**config.mk**
```make
export PLATFORM = sky130hd
export DESIGN_NAME = pipe_mult_flat
export DESIGN_NICKNAME = d
export VERILOG_FILES = /design/src/rtl/pipe_mult_pkg.sv /design/src/rtl/pipe_mult_if.sv /design/src/rtl/pipe_mult_stage.sv /design/src/rtl/pipe_mult.sv /design/src/flat_wrapper.sv
export SDC_FILE = /design/constraint.sdc
export NUM_CORES = 2
export LEC_CHECK = 0
export BUFFER_PORTS_ARGS = -buffer_cell sky130_fd_sc_hd__buf_2
export CORE_ASPECT_RATIO = 1.4
export CORE_MARGIN = 4
export CORE_UTILIZATION = 51
export CTS_CLUSTER_DIAMETER = 150
export CTS_CLUSTER_SIZE = 16
export DETAILED_ROUTE_END_ITERATION = 7
export PLACE_DENSITY = 0.67
export SLEW_MARGIN = 20
export SYNTH_ARGS = -nofsm -noshare
export SYNTH_HDL_FRONTEND = slang
export SYNTH_SLANG_ARGS = --single-unit
```
**constraint.sdc**
```tcl
create_clock -name clk -period 11.4 [get_ports clk]
set_input_delay 1.71 -clock clk [delete_from_list [all_inputs] [get_ports clk]]
set_output_delay 1.71 -clock clk [all_outputs]
set_load 0.05 [all_outputs]
```
**src/rtl/pipe_mult_pkg.sv**
```systemverilog
// Shared limits and helpers for the pipelined carry-save multiplier.
// Signed Baugh-Wooley support is built only when PIPE_MULT_SIGNED_EN is defined.
package pipe_mult_pkg;

    localparam int WIDTH_MIN  = 4;
    localparam int WIDTH_MAX  = 32;
    localparam int STAGES_MIN = 1;

    function automatic int rows_per_stage(input int width, input int stages);
        return width / stages;
    endfunction

    // Correction word: ones at column WIDTH and column 2*WIDTH-1.
    function automatic logic [2*WIDTH_MAX-1:0] bw_const(input int width);
        logic [2*WIDTH_MAX-1:0] c;
        c = '0;
        c[width]       = 1'b1;
        c[2*width-1]   = 1'b1;
        return c;
    endfunction

endpackage

```
**src/rtl/pipe_mult_if.sv**
```systemverilog
// Operand/result bundle between the operand registers and the result bus.
interface pipe_mult_if #(
    parameter int WIDTH = 32
);
    // ena=0 freezes the pipe and in_valid is ignored on that edge; in_valid=1 on an
    // enabled edge launches a, b, tc; out_valid qualifies product for one enabled cycle.
    logic               ena;
    logic               in_valid;
    logic [WIDTH-1:0]   a;
    logic [WIDTH-1:0]   b;
    logic               tc;
    logic               out_valid;
    logic [2*WIDTH-1:0] product;

    modport master (
        output ena, in_valid, a, b, tc,
        input  out_valid, product
    );

    modport slave (
        input  ena, in_valid, a, b, tc,
        output out_valid, product
    );
endinterface

```
**src/rtl/pipe_mult_stage.sv**
```systemverilog
// One pipeline stage: ROWS carry-save partial-product rows starting at ROW_BASE, then a register.
// The final stage (LAST=1) is purely combinational; the top owns its product register.
module pipe_mult_stage #(
    parameter int WIDTH    = 32,
    parameter int ROWS     = 8,
    parameter int ROW_BASE = 0,
    parameter bit LAST     = 1'b0
) (
    input  logic               clk,
    input  logic               rst,
    input  logic               ena,
    input  logic               i_valid,
    input  logic               i_tc,
    input  logic [WIDTH-1:0]   i_a,
    input  logic [WIDTH-1:0]   i_b,
    input  logic [2*WIDTH-1:0] i_sum,
    input  logic [2*WIDTH-1:0] i_carry,
    output logic               o_valid,
    output logic               o_tc,
    output logic [WIDTH-1:0]   o_a,
    output logic [WIDTH-1:0]   o_b,
    output logic [2*WIDTH-1:0] o_sum,
    output logic [2*WIDTH-1:0] o_carry
);

    logic [2*WIDTH-1:0] w_sum;
    logic [2*WIDTH-1:0] w_carry;
    logic [2*WIDTH-1:0] w_pp;
    logic [2*WIDTH-1:0] w_maj;
    logic [WIDTH-1:0]   w_row;

    // i_b arrives pre-shifted so bit r is global multiplier bit ROW_BASE+r.
    always_comb begin
        w_sum   = i_sum;
        w_carry = i_carry;
        w_pp    = '0;
        w_maj   = '0;
        w_row   = '0;
        for (int r = 0; r < ROWS; r++) begin
            w_row = i_a & {WIDTH{i_b[r]}};
`ifdef PIPE_MULT_SIGNED_EN
            if (i_tc) begin
                if (ROW_BASE + r == WIDTH - 1)
                    w_row[WIDTH-2:0] = ~w_row[WIDTH-2:0];
                else
                    w_row[WIDTH-1] = ~w_row[WIDTH-1];
            end
`endif
            w_pp    = {{WIDTH{1'b0}}, w_row} << (ROW_BASE + r);
            w_maj   = (w_sum & w_carry) | (w_sum & w_pp) | (w_carry & w_pp);
            w_sum   = w_sum ^ w_carry ^ w_pp;
            w_carry = w_maj << 1;
        end
    end

`ifndef PIPE_MULT_SIGNED_EN
    logic w_unused_tc;
    assign w_unused_tc = i_tc;
`endif

    if (LAST) begin : g_comb
        logic w_unused_ctl;
        assign w_unused_ctl = clk ^ rst ^ ena;
        assign o_valid = i_valid;
        assign o_a     = i_a;
        assign o_b     = i_b;
        assign o_sum   = w_sum;
        assign o_carry = w_carry;
`ifdef PIPE_MULT_SIGNED_EN
        assign o_tc    = i_tc;
`else
        assign o_tc    = 1'b0;
`endif
    end else begin : g_reg
        logic               r_valid;
        logic [WIDTH-1:0]   r_a;
        logic [WIDTH-1:0]   r_b;
        logic [2*WIDTH-1:0] r_sum;
        logic [2*WIDTH-1:0] r_carry;

        always_ff @(posedge clk) begin
            if (rst)
                r_valid <= 1'b0;
            else if (ena)
                r_valid <= i_valid;
        end

        // Data loads bubbles too; only r_valid qualifies it.
        always_ff @(posedge clk) begin
            if (ena) begin
                r_a     <= i_a;
                r_b     <= i_b >> ROWS;
                r_sum   <= w_sum;
                r_carry <= w_carry;
            end
        end

`ifdef PIPE_MULT_SIGNED_EN
        logic r_tc;
        always_ff @(posedge clk) begin
            if (ena)
                r_tc <= i_tc;
        end
        assign o_tc = r_tc;
`else
        assign o_tc = 1'b0;
`endif

        assign o_valid = r_valid;
        assign o_a     = r_a;
        assign o_b     = r_b;
        assign o_sum   = r_sum;
        assign o_carry = r_carry;
    end

endmodule

```
**src/rtl/pipe_mult.sv**
```systemverilog
// Pipelined WIDTH x WIDTH -> 2*WIDTH carry-save array multiplier with a travelling valid tag.
// Define PIPE_MULT_SIGNED_EN to make tc select two's-complement (Baugh-Wooley) operation.
module pipe_mult
    import pipe_mult_pkg::*;
#(
    parameter int WIDTH  = 32,
    parameter int STAGES = 4
) (
    input  logic      clk,
    input  logic      rst,
    pipe_mult_if.slave bus
);

    localparam int R = rows_per_stage(WIDTH, STAGES);

    if (WIDTH < WIDTH_MIN || WIDTH > WIDTH_MAX || STAGES < STAGES_MIN ||
        STAGES > WIDTH || (WIDTH % STAGES) != 0) begin : g_bad_cfg
        $error("pipe_mult: illegal WIDTH/STAGES combination");
    end

    logic               w_valid [STAGES+1];
    logic               w_tc    [STAGES+1];
    logic [WIDTH-1:0]   w_a     [STAGES+1];
    logic [WIDTH-1:0]   w_b     [STAGES+1];
    logic [2*WIDTH-1:0] w_sum   [STAGES+1];
    logic [2*WIDTH-1:0] w_carry [STAGES+1];
    logic [2*WIDTH-1:0] w_cpa;
    logic               w_unused;

    logic               r_out_valid;
    logic [2*WIDTH-1:0] r_product;

    assign w_valid[0] = bus.in_valid;
    assign w_tc[0]    = bus.tc;
    assign w_a[0]     = bus.a;
    assign w_b[0]     = bus.b;
    assign w_sum[0]   = '0;

`ifdef PIPE_MULT_SIGNED_EN
    localparam logic [2*WIDTH_MAX-1:0] BW_FULL = bw_const(WIDTH);
    localparam logic [2*WIDTH-1:0]     BW      = BW_FULL[2*WIDTH-1:0];
    // Seeding the carry vector injects the Baugh-Wooley constants for free.
    assign w_carry[0] = bus.tc ? BW : '0;
`else
    assign w_carry[0] = '0;
`endif

    for (genvar k = 0; k < STAGES; k++) begin : g_stage
        pipe_mult_stage #(
            .WIDTH    (WIDTH),
            .ROWS     (R),
            .ROW_BASE (k * R),
            .LAST     (k == STAGES - 1)
        ) u_stage (
            .clk     (clk),
            .rst     (rst),
            .ena     (bus.ena),
            .i_valid (w_valid[k]),
            .i_tc    (w_tc[k]),
            .i_a     (w_a[k]),
            .i_b     (w_b[k]),
            .i_sum   (w_sum[k]),
            .i_carry (w_carry[k]),
            .o_valid (w_valid[k+1]),
            .o_tc    (w_tc[k+1]),
            .o_a     (w_a[k+1]),
            .o_b     (w_b[k+1]),
            .o_sum   (w_sum[k+1]),
            .o_carry (w_carry[k+1])
        );
    end

    assign w_unused = ^{w_tc[STAGES], w_a[STAGES], w_b[STAGES]};
    assign w_cpa    = w_sum[STAGES] + w_carry[STAGES];

    always_ff @(posedge clk) begin
        if (rst) begin
            r_out_valid <= 1'b0;
            r_product   <= '0;
        end else if (bus.ena) begin
            r_out_valid <= w_valid[STAGES];
            if (w_valid[STAGES])
                r_product <= w_cpa;
        end
    end

    assign bus.out_valid = r_out_valid;
    assign bus.product   = r_product;

endmodule

```
**src/flat_wrapper.sv**
```systemverilog
// flat-port wrapper written by rule: the top's interface ports become plain ports
module pipe_mult_flat import pipe_mult_pkg::*;
#(
    parameter int WIDTH  = 32,
    parameter int STAGES = 4
)
  (clk, rst, bus_ena, bus_in_valid, bus_a, bus_b, bus_tc, bus_out_valid, bus_product);
  pipe_mult_if #(.WIDTH(WIDTH)) bus_i ();
  input  logic clk;
  input  logic rst;
  input wire logic [$bits(bus_i.ena)-1:0] bus_ena;
  input wire logic [$bits(bus_i.in_valid)-1:0] bus_in_valid;
  input wire logic [$bits(bus_i.a)-1:0] bus_a;
  input wire logic [$bits(bus_i.b)-1:0] bus_b;
  input wire logic [$bits(bus_i.tc)-1:0] bus_tc;
  output wire logic [$bits(bus_i.out_valid)-1:0] bus_out_valid;
  output wire logic [$bits(bus_i.product)-1:0] bus_product;
  assign bus_i.ena = bus_ena;
  assign bus_i.in_valid = bus_in_valid;
  assign bus_i.a = bus_a;
  assign bus_i.b = bus_b;
  assign bus_i.tc = bus_tc;
  assign bus_out_valid = bus_i.out_valid;
  assign bus_product = bus_i.product;
  pipe_mult #(.WIDTH(WIDTH), .STAGES(STAGES)) u_core (.clk(clk), .rst(rst), .bus(bus_i));
endmodule
```
## Yosys cells after proc, flatten, opt, wreduce, memory -nomap -nowiden

Index checks and enable logic that the tools add are counted.

- $add $sub $neg: 1
- Bitwise gates (word level): 244
- Reduce and logical (&&, ||, !) cells: 1

Operator list:

| cell | number |
|---|---|
| $or 63x63->63 | 49 |
| $and 63x63->63 | 25 |
| $xor 64x64->64 | 23 |
| $and 32x32->32 | 32 |
| $and 63x41->63 | 2 |
| $and 63x42->63 | 2 |
| $and 63x43->63 | 2 |
| $and 63x44->63 | 2 |
| $and 63x45->63 | 2 |
| $and 63x46->63 | 2 |
| $and 63x47->63 | 2 |
| $and 63x48->63 | 2 |
| $and 63x49->63 | 2 |
| $and 63x50->63 | 2 |
| $and 63x51->63 | 2 |
| $and 63x52->63 | 2 |
| $and 63x53->63 | 2 |
| $and 63x54->63 | 2 |
| $and 63x55->63 | 2 |
| $and 63x56->63 | 2 |
| $and 63x57->63 | 2 |
| $and 63x58->63 | 2 |
| $and 63x59->63 | 2 |
| $and 63x60->63 | 2 |
| 64 further kinds | 77 |

- Register bits: 568
- Input bits: 69
- Output and inout bits: 65
- Logic and storage cells: 263

## Logic depth before layout (Yosys ltp)

- Depth in word-level cells: 26
- Gate-level depth with buffers: 23
- Depth with buffers taken out: 21

## Modules after synthesis

Synthesis repeated with hierarchy kept, for this count alone.

- Cells, all modules: 5,060
- Area, all modules: 61,871.8 um2

Modules (own cells, without submodules):

| module | times used | cells an instance | area an instance (um2) | seq. area each (um2) |
|---|---|---|---|---|
| pipe_mult_stage at u_core.g_stage[1].u_stage ... | 2 | 1,096 | 15,222.1 | 5,305.1 |
| pipe_mult_stage at u_core.g_stage[0].u_stage | 1 | 1,099 | 15,243.4 | 5,305.1 |
| pipe_mult_stage at u_core.g_stage[3].u_stage | 1 | 974 | 10,331.2 | 0.0 |
| pipe_mult | 1 | 795 | 5,853.1 | 1,301.2 |

## Worst setup path before layout

No wires, ideal clock.

- Kind: register to register
- Start point: reg u_core.g_stage[2].u_stage.g_reg.r_b[0]
- End point: reg u_core.r_product[58], in the netlist u_core.bus.product[58]
- Library setup time: 79 ps
- Arrival time: 6,746 ps
- Data required time: 11,321 ps
- Slack: 4,575 ps
- Cell stages (with the launch flop): 23
- Path buffers: 1
- Clock period less this slack: 6,825 ps
- Cell sequence: edfxtp_1 > clkbuf_1 > and2_1 > fa_1 > inv_1 > fa_1 > fa_1 > fa_1 > fa_1 > fa_1 > fa_1 > fa_1 > inv_1 > ha_1 > inv_1 > fa_1 > nor2b_1 > o211ai_1 > a21o_1 > o21a_1 > a221o_1 > or4_1 > o211ai_1

- Word-level cells in the longest chain between the ends: 26
- Elaborated cells between the ends (all ways): 56
- Those cells by class: 1 x add/sub; 55 x bitwise

RTL lines:

| element | line | RTL |
|---|---|---|
| start, declared | pipe_mult_stage.sv:77 | `logic [WIDTH-1:0] r_b;` |
| start signal, assigned | pipe_mult_stage.sv:92 | `r_b <= i_b >> ROWS;` |
| $and 32x32->32 * | pipe_mult_stage.sv:40 | `w_row = i_a & {WIDTH{i_b[r]}};` |
| $and 63x56->63 | pipe_mult_stage.sv:50 | `w_maj = (w_sum & w_carry) \| (w_sum & w_pp) \| (w_carry & w_pp);` |
| $or 63x63->63 (2 in series) | pipe_mult_stage.sv:50 |  |
| $and 63x63->63 | pipe_mult_stage.sv:50 |  |
| $or 63x63->63 (2 in series) | pipe_mult_stage.sv:50 |  |
| $and 63x63->63 | pipe_mult_stage.sv:50 |  |
| $or 63x63->63 (2 in series) | pipe_mult_stage.sv:50 |  |
| $and 63x63->63 | pipe_mult_stage.sv:50 |  |
| [... 3 more ...] | -- |  |
| $or 63x63->63 (2 in series) | pipe_mult_stage.sv:50 |  |
| $and 63x63->63 | pipe_mult_stage.sv:50 |  |
| $or 63x63->63 (2 in series) | pipe_mult_stage.sv:50 |  |
| $and 63x63->63 | pipe_mult_stage.sv:50 |  |
| $or 63x63->63 (2 in series) | pipe_mult_stage.sv:50 |  |
| $and 63x63->63 | pipe_mult_stage.sv:50 |  |
| $or 63x63->63 (2 in series) | pipe_mult_stage.sv:50 |  |
| $add 64x64->64 * | pipe_mult.sv:74 | `assign w_cpa = w_sum[STAGES] + w_carry[STAGES];` |
| end signal, assigned | pipe_mult.sv:83 | `r_product <= w_cpa;` |
| end, declared | pipe_mult.sv:31 | `logic [2*WIDTH-1:0] r_product;` |

Every way passes the cells marked *; elsewhere a longest branch is shown, timed or not.
A chain may end at the register's enable or synchronous reset.

## Worst setup path in the final report

Ends and elaborated chain as after synthesis.

==> metrics.md <==
| Metric | Value |
|---|---|
| Buffers from clock root to sink, at most | 3 |
| DR iter-0 viols | 827 |
| Global-route usage over all layers | 17.0% |
| Maximum achievable frequency | 132 MHz |
| Utilization of the core after routing | 54.7% |
| Setup Viol. Count Final | 0 |
| Post-detailed-route wirelength per cell | 14.7 µm |
| Global-route wire length before repair | about 130000 µm |
| Chip Height | 345 µm |
| Die area | roughly 86000 µm² |
| Outcome | finished clean |
| Detailed-router iteration count before antenna repair | 5 |
| Number of library cell types mapped by synthesis | 51 |
| H-tree levels | 1 |
| Max_slew headroom | 25.4% |
| Setup repair after global routing missed its margin | no |
| Post-synthesis share of cell area spent on xor and xnor gates | less than 1% |
| Multi-input logic area | 26200 µm² |
| HPWL after detailed placement | 57300 µm |
| Most used routing layer | met2 |
| Max-cap viol count | 0 |
| Dominant cell by count in the synthesized netlist | sky130_fd_sc_hd__fa_1 |
| Number of register bits inferred by synthesis | 446 |
| Hold-fix buffers at CTS | 0 |
| Core ar. | about 80000 µm² |
| Routability-driven placement congestion ratio | ~0.8 |
| Synthesized net count | about 4600 |
| Final WL | 68500 µm |
| Post-route ant nets | 0 |
| Clock tree from TritonCTS | done |
| Count of unresolved DRC violations after routing | 0 |
| Share of flip-flops with an asynchronous set or reset | 0% |
| Cell with the largest stage delay on the worst path | sky130_fd_sc_hd__edfxtp_1 |
| Num CTS Buffers | 31 |
| Multiplexer share of the synthesized area | 0.121% |
| Post-route clock skew | 0.0259 ns |
| Post-route clock period utilization | 66.5% |
| Biggest area contributors in the synthesized netlist | sky130_fd_sc_hd__fa_1 45%, sky130_fd_sc_hd__edfxtp_1 27%, sky130_fd_sc_hd__nand2_1 7.6% |
| Type of the tightest min-delay check | reg2reg |
| Die W | between 200 and 250 µm |
| Post-synthesis adder-cell area fraction | 46.9% |
| Number of enable flip-flop cells after synthesis | 378 |
| Insertion delay of the later-clocked pin in the worst-skew pair | 0.63 ns |
| Number of antenna violations at the first check in global routing | 0 |
| Synth-to-Final Area Change | 6.27% |
| Critical path data required time | 11.95 ns |
| Worst setup slack after placement | 3.74 ns |
| Minimum clock period | around 7.6 ns |
| Average vias per placed instance | 4.95 |
| Largest stage delay on the critical path | 0.87 ns |
| Post-Syn Area per Cell | between 10 and 15 µm² |
| Final-layout fill cell count | 6988 |
| Synthesized instance count | ~3500 |
| Share of synthesized area occupied by flip-flops and latches | between 30 and 40% |
| Compound-cell area share of the yosys netlist | 2.62% |
| Startpoint type of the worst setup path | register |
| Crit Path Max Fanout | 32 |
| Count of buffers from port buffering | around 130 |
| Worst Setup End Kind | register |
| Via count of the first global-routing pass | 26700 |
| Transition time at the pin with the least slew margin | 1.12 ns |
| Critical path cell sequence | and2_1 > fa_1 > inv_1 > fa_1 > fa_1 > fa_1 > fa_1 > fa_1 > fa_1 > fa_1 > inv_1 > ha_1 > inv_1 > fa_1 > nor2b_1 > o211ai_1 > a21o_1 > o21a_1 > a221o_1 > or4_1 > o211ai_1 |
| Final count of hold timing violations | 0 |
| Min setup slack post-route | 3.82 ns |
| Main combinational cell family by area after synthesis | adder cells |
| Most instantiated flip-flop cell in the synthesis netlist | sky130_fd_sc_hd__edfxtp_1 |
| Simple-gate area share of the yosys netlist | a little over an eighth |
| Post-cts repair resize count | 0 |
| ANT cells | 0 |
| Flip-flop and latch area | 12700 µm² |
| Data arrival at the endpoint of the critical path | 8.13 ns |
| Pin count of the biggest net entering global routing | 124 |
| Site Rows | 123 |
| Starting density of the core | 51.5% |
| Met1 usage in global routing | between 20% and 30% |
| Proportion of netlist area held by the largest area contributor | between 40% and 50% |
| Classification of the worst setup path | reg2reg |
| Netlist Area Pre-Place | ~41000 µm² |
| Largest area contributor in the netlist | sky130_fd_sc_hd__fa_1 |
| Total congestion overflow | 0 |
| Max Slew Vio Count | 0 |
| Ports placed on the boundary | ~130 |
| Yosys warning total | 0 |
| Layout cell share with drive strength beyond 1 | 5.39% |
| Detailed-route via count | between 20000 and 25000 |
| Worst path most repeated cell | sky130_fd_sc_hd__fa_1 |
| Met3 GRT Util | between 1.5 and 2% |
| Net count, final | 4633 |
| Met2 layer usage reported by global route | 32.3% |
| CTS sink cnt | 446 |
| Total setup buffers inserted after CTS | 0 |
| Clock transition at the registers of the reported paths | 0.08 ns |
| Most numerous cell types in the synthesized netlist | 931 x sky130_fd_sc_hd__fa_1, 842 x sky130_fd_sc_hd__nand2_1, 516 x sky130_fd_sc_hd__inv_1 |
| Final-layout setup total negative slack | 0 ns |
| Root Buffer | sky130_fd_sc_hd__clkbuf_16 |
## per-layer routing
layer  routed length, µm  share of wire (%)  vias up
met5                   0                  0        -
met4                1300                1.9        0
met3                1640                2.4       66
met2               37000                 54      209
met1               28600                 42    11900
li1                    -                  -    10800
## cell families after synthesis
group	count (synthesis)
DFF	446
adders and majority gates	993
xor gates and xnor gates	15
AOI/OAI and AO/OA	177
and+or+nand+nor	1230
muxes	5
buffers and inverters	667
## flip-flops by register name (all words and copies together) (netlist names)
register	flops
u_core.g_stage.u_stage.o_valid	3
u_core.bus.out_valid	1
u_core.g_stage.u_stage.o_carry	93
u_core.bus.product	64
u_core.g_stage.u_stage.o_a	96
u_core.g_stage.u_stage.o_b	48
u_core.g_stage.u_stage.o_sum	141
## cells in the final DEF, fill, tap and decap left out, types with 11 or more instances in the layout
cell,n
sky130_fd_sc_hd__a211oi_1,25
sky130_fd_sc_hd__a21oi_1,75
sky130_fd_sc_hd__and2_1,282
sky130_fd_sc_hd__buf_2,131
sky130_fd_sc_hd__buf_4,11
sky130_fd_sc_hd__buf_8,12
sky130_fd_sc_hd__clkbuf_1,26
sky130_fd_sc_hd__clkbuf_16,31
sky130_fd_sc_hd__dfxtp_1,68
sky130_fd_sc_hd__edfxtp_1,378
sky130_fd_sc_hd__fa_1,931
sky130_fd_sc_hd__ha_1,62
sky130_fd_sc_hd__inv_1,516
sky130_fd_sc_hd__nand2_1,841
sky130_fd_sc_hd__nand3_1,13
sky130_fd_sc_hd__nor2_1,44
sky130_fd_sc_hd__o21ai_0,31
## worst max-delay path: cells and delay by family, from the launching register on
| kind | cells | cell delay (ns) |
|---|---|---|
| fa+ha+maj | 10 | 4.24 |
| compound gates | 5 | 1.23 |
| simple gates | 3 | 0.94 |
| flops | 1 | 0.87 |
| buf+inv | 3 | 0.22 |
## path summary, 6_finish.rpt
| kind | start | end | slack [ns] | cells past startpoint |
|---|---|---|---|---|
| min | u_core.g_stage[0].u_stage.o_b[16]$_DFFE_PP_ | u_core.g_stage[1].u_stage.o_b[8]$_DFFE_PP_ | 0.41 | 0 |
| max reg2reg | u_core.g_stage[2].u_stage.o_b[0]$_DFFE_PP_ | u_core.bus.product[58]$_SDFFE_PP0P_ | 3.82 | 21 |
| min reg2reg | u_core.g_stage[0].u_stage.o_b[16]$_DFFE_PP_ | u_core.g_stage[1].u_stage.o_b[8]$_DFFE_PP_ | 0.41 | 0 |
| max | u_core.g_stage[2].u_stage.o_b[0]$_DFFE_PP_ | u_core.bus.product[58]$_SDFFE_PP0P_ | 3.82 | 21 |
## stage by stage
stage          instance area (µm²)  hold slack (ns)  cells
3_3_place_gp                 42900            0.400   4589
5_1_grt                      44000            0.420   4658
2_1_floorplan                41400            0.400   3533
6_report                     44000            0.411   4658
3_5_place_dp                 42900            0.405   4590
4_1_cts                      43800            0.412   4648
## final cells by class
cell class              count  area share (%)
clock inverters             1          0.0455
well taps                1062            3.02
clock buffers              57            1.99
multi-input cells        2420            59.5
flip-flops and latches    446            28.9
inverters                 517            4.41
repair buffers            155            2.13
Power is not shown: default switching activity piles up to over one toggle a cycle in this logic, so the estimate is an artifact.
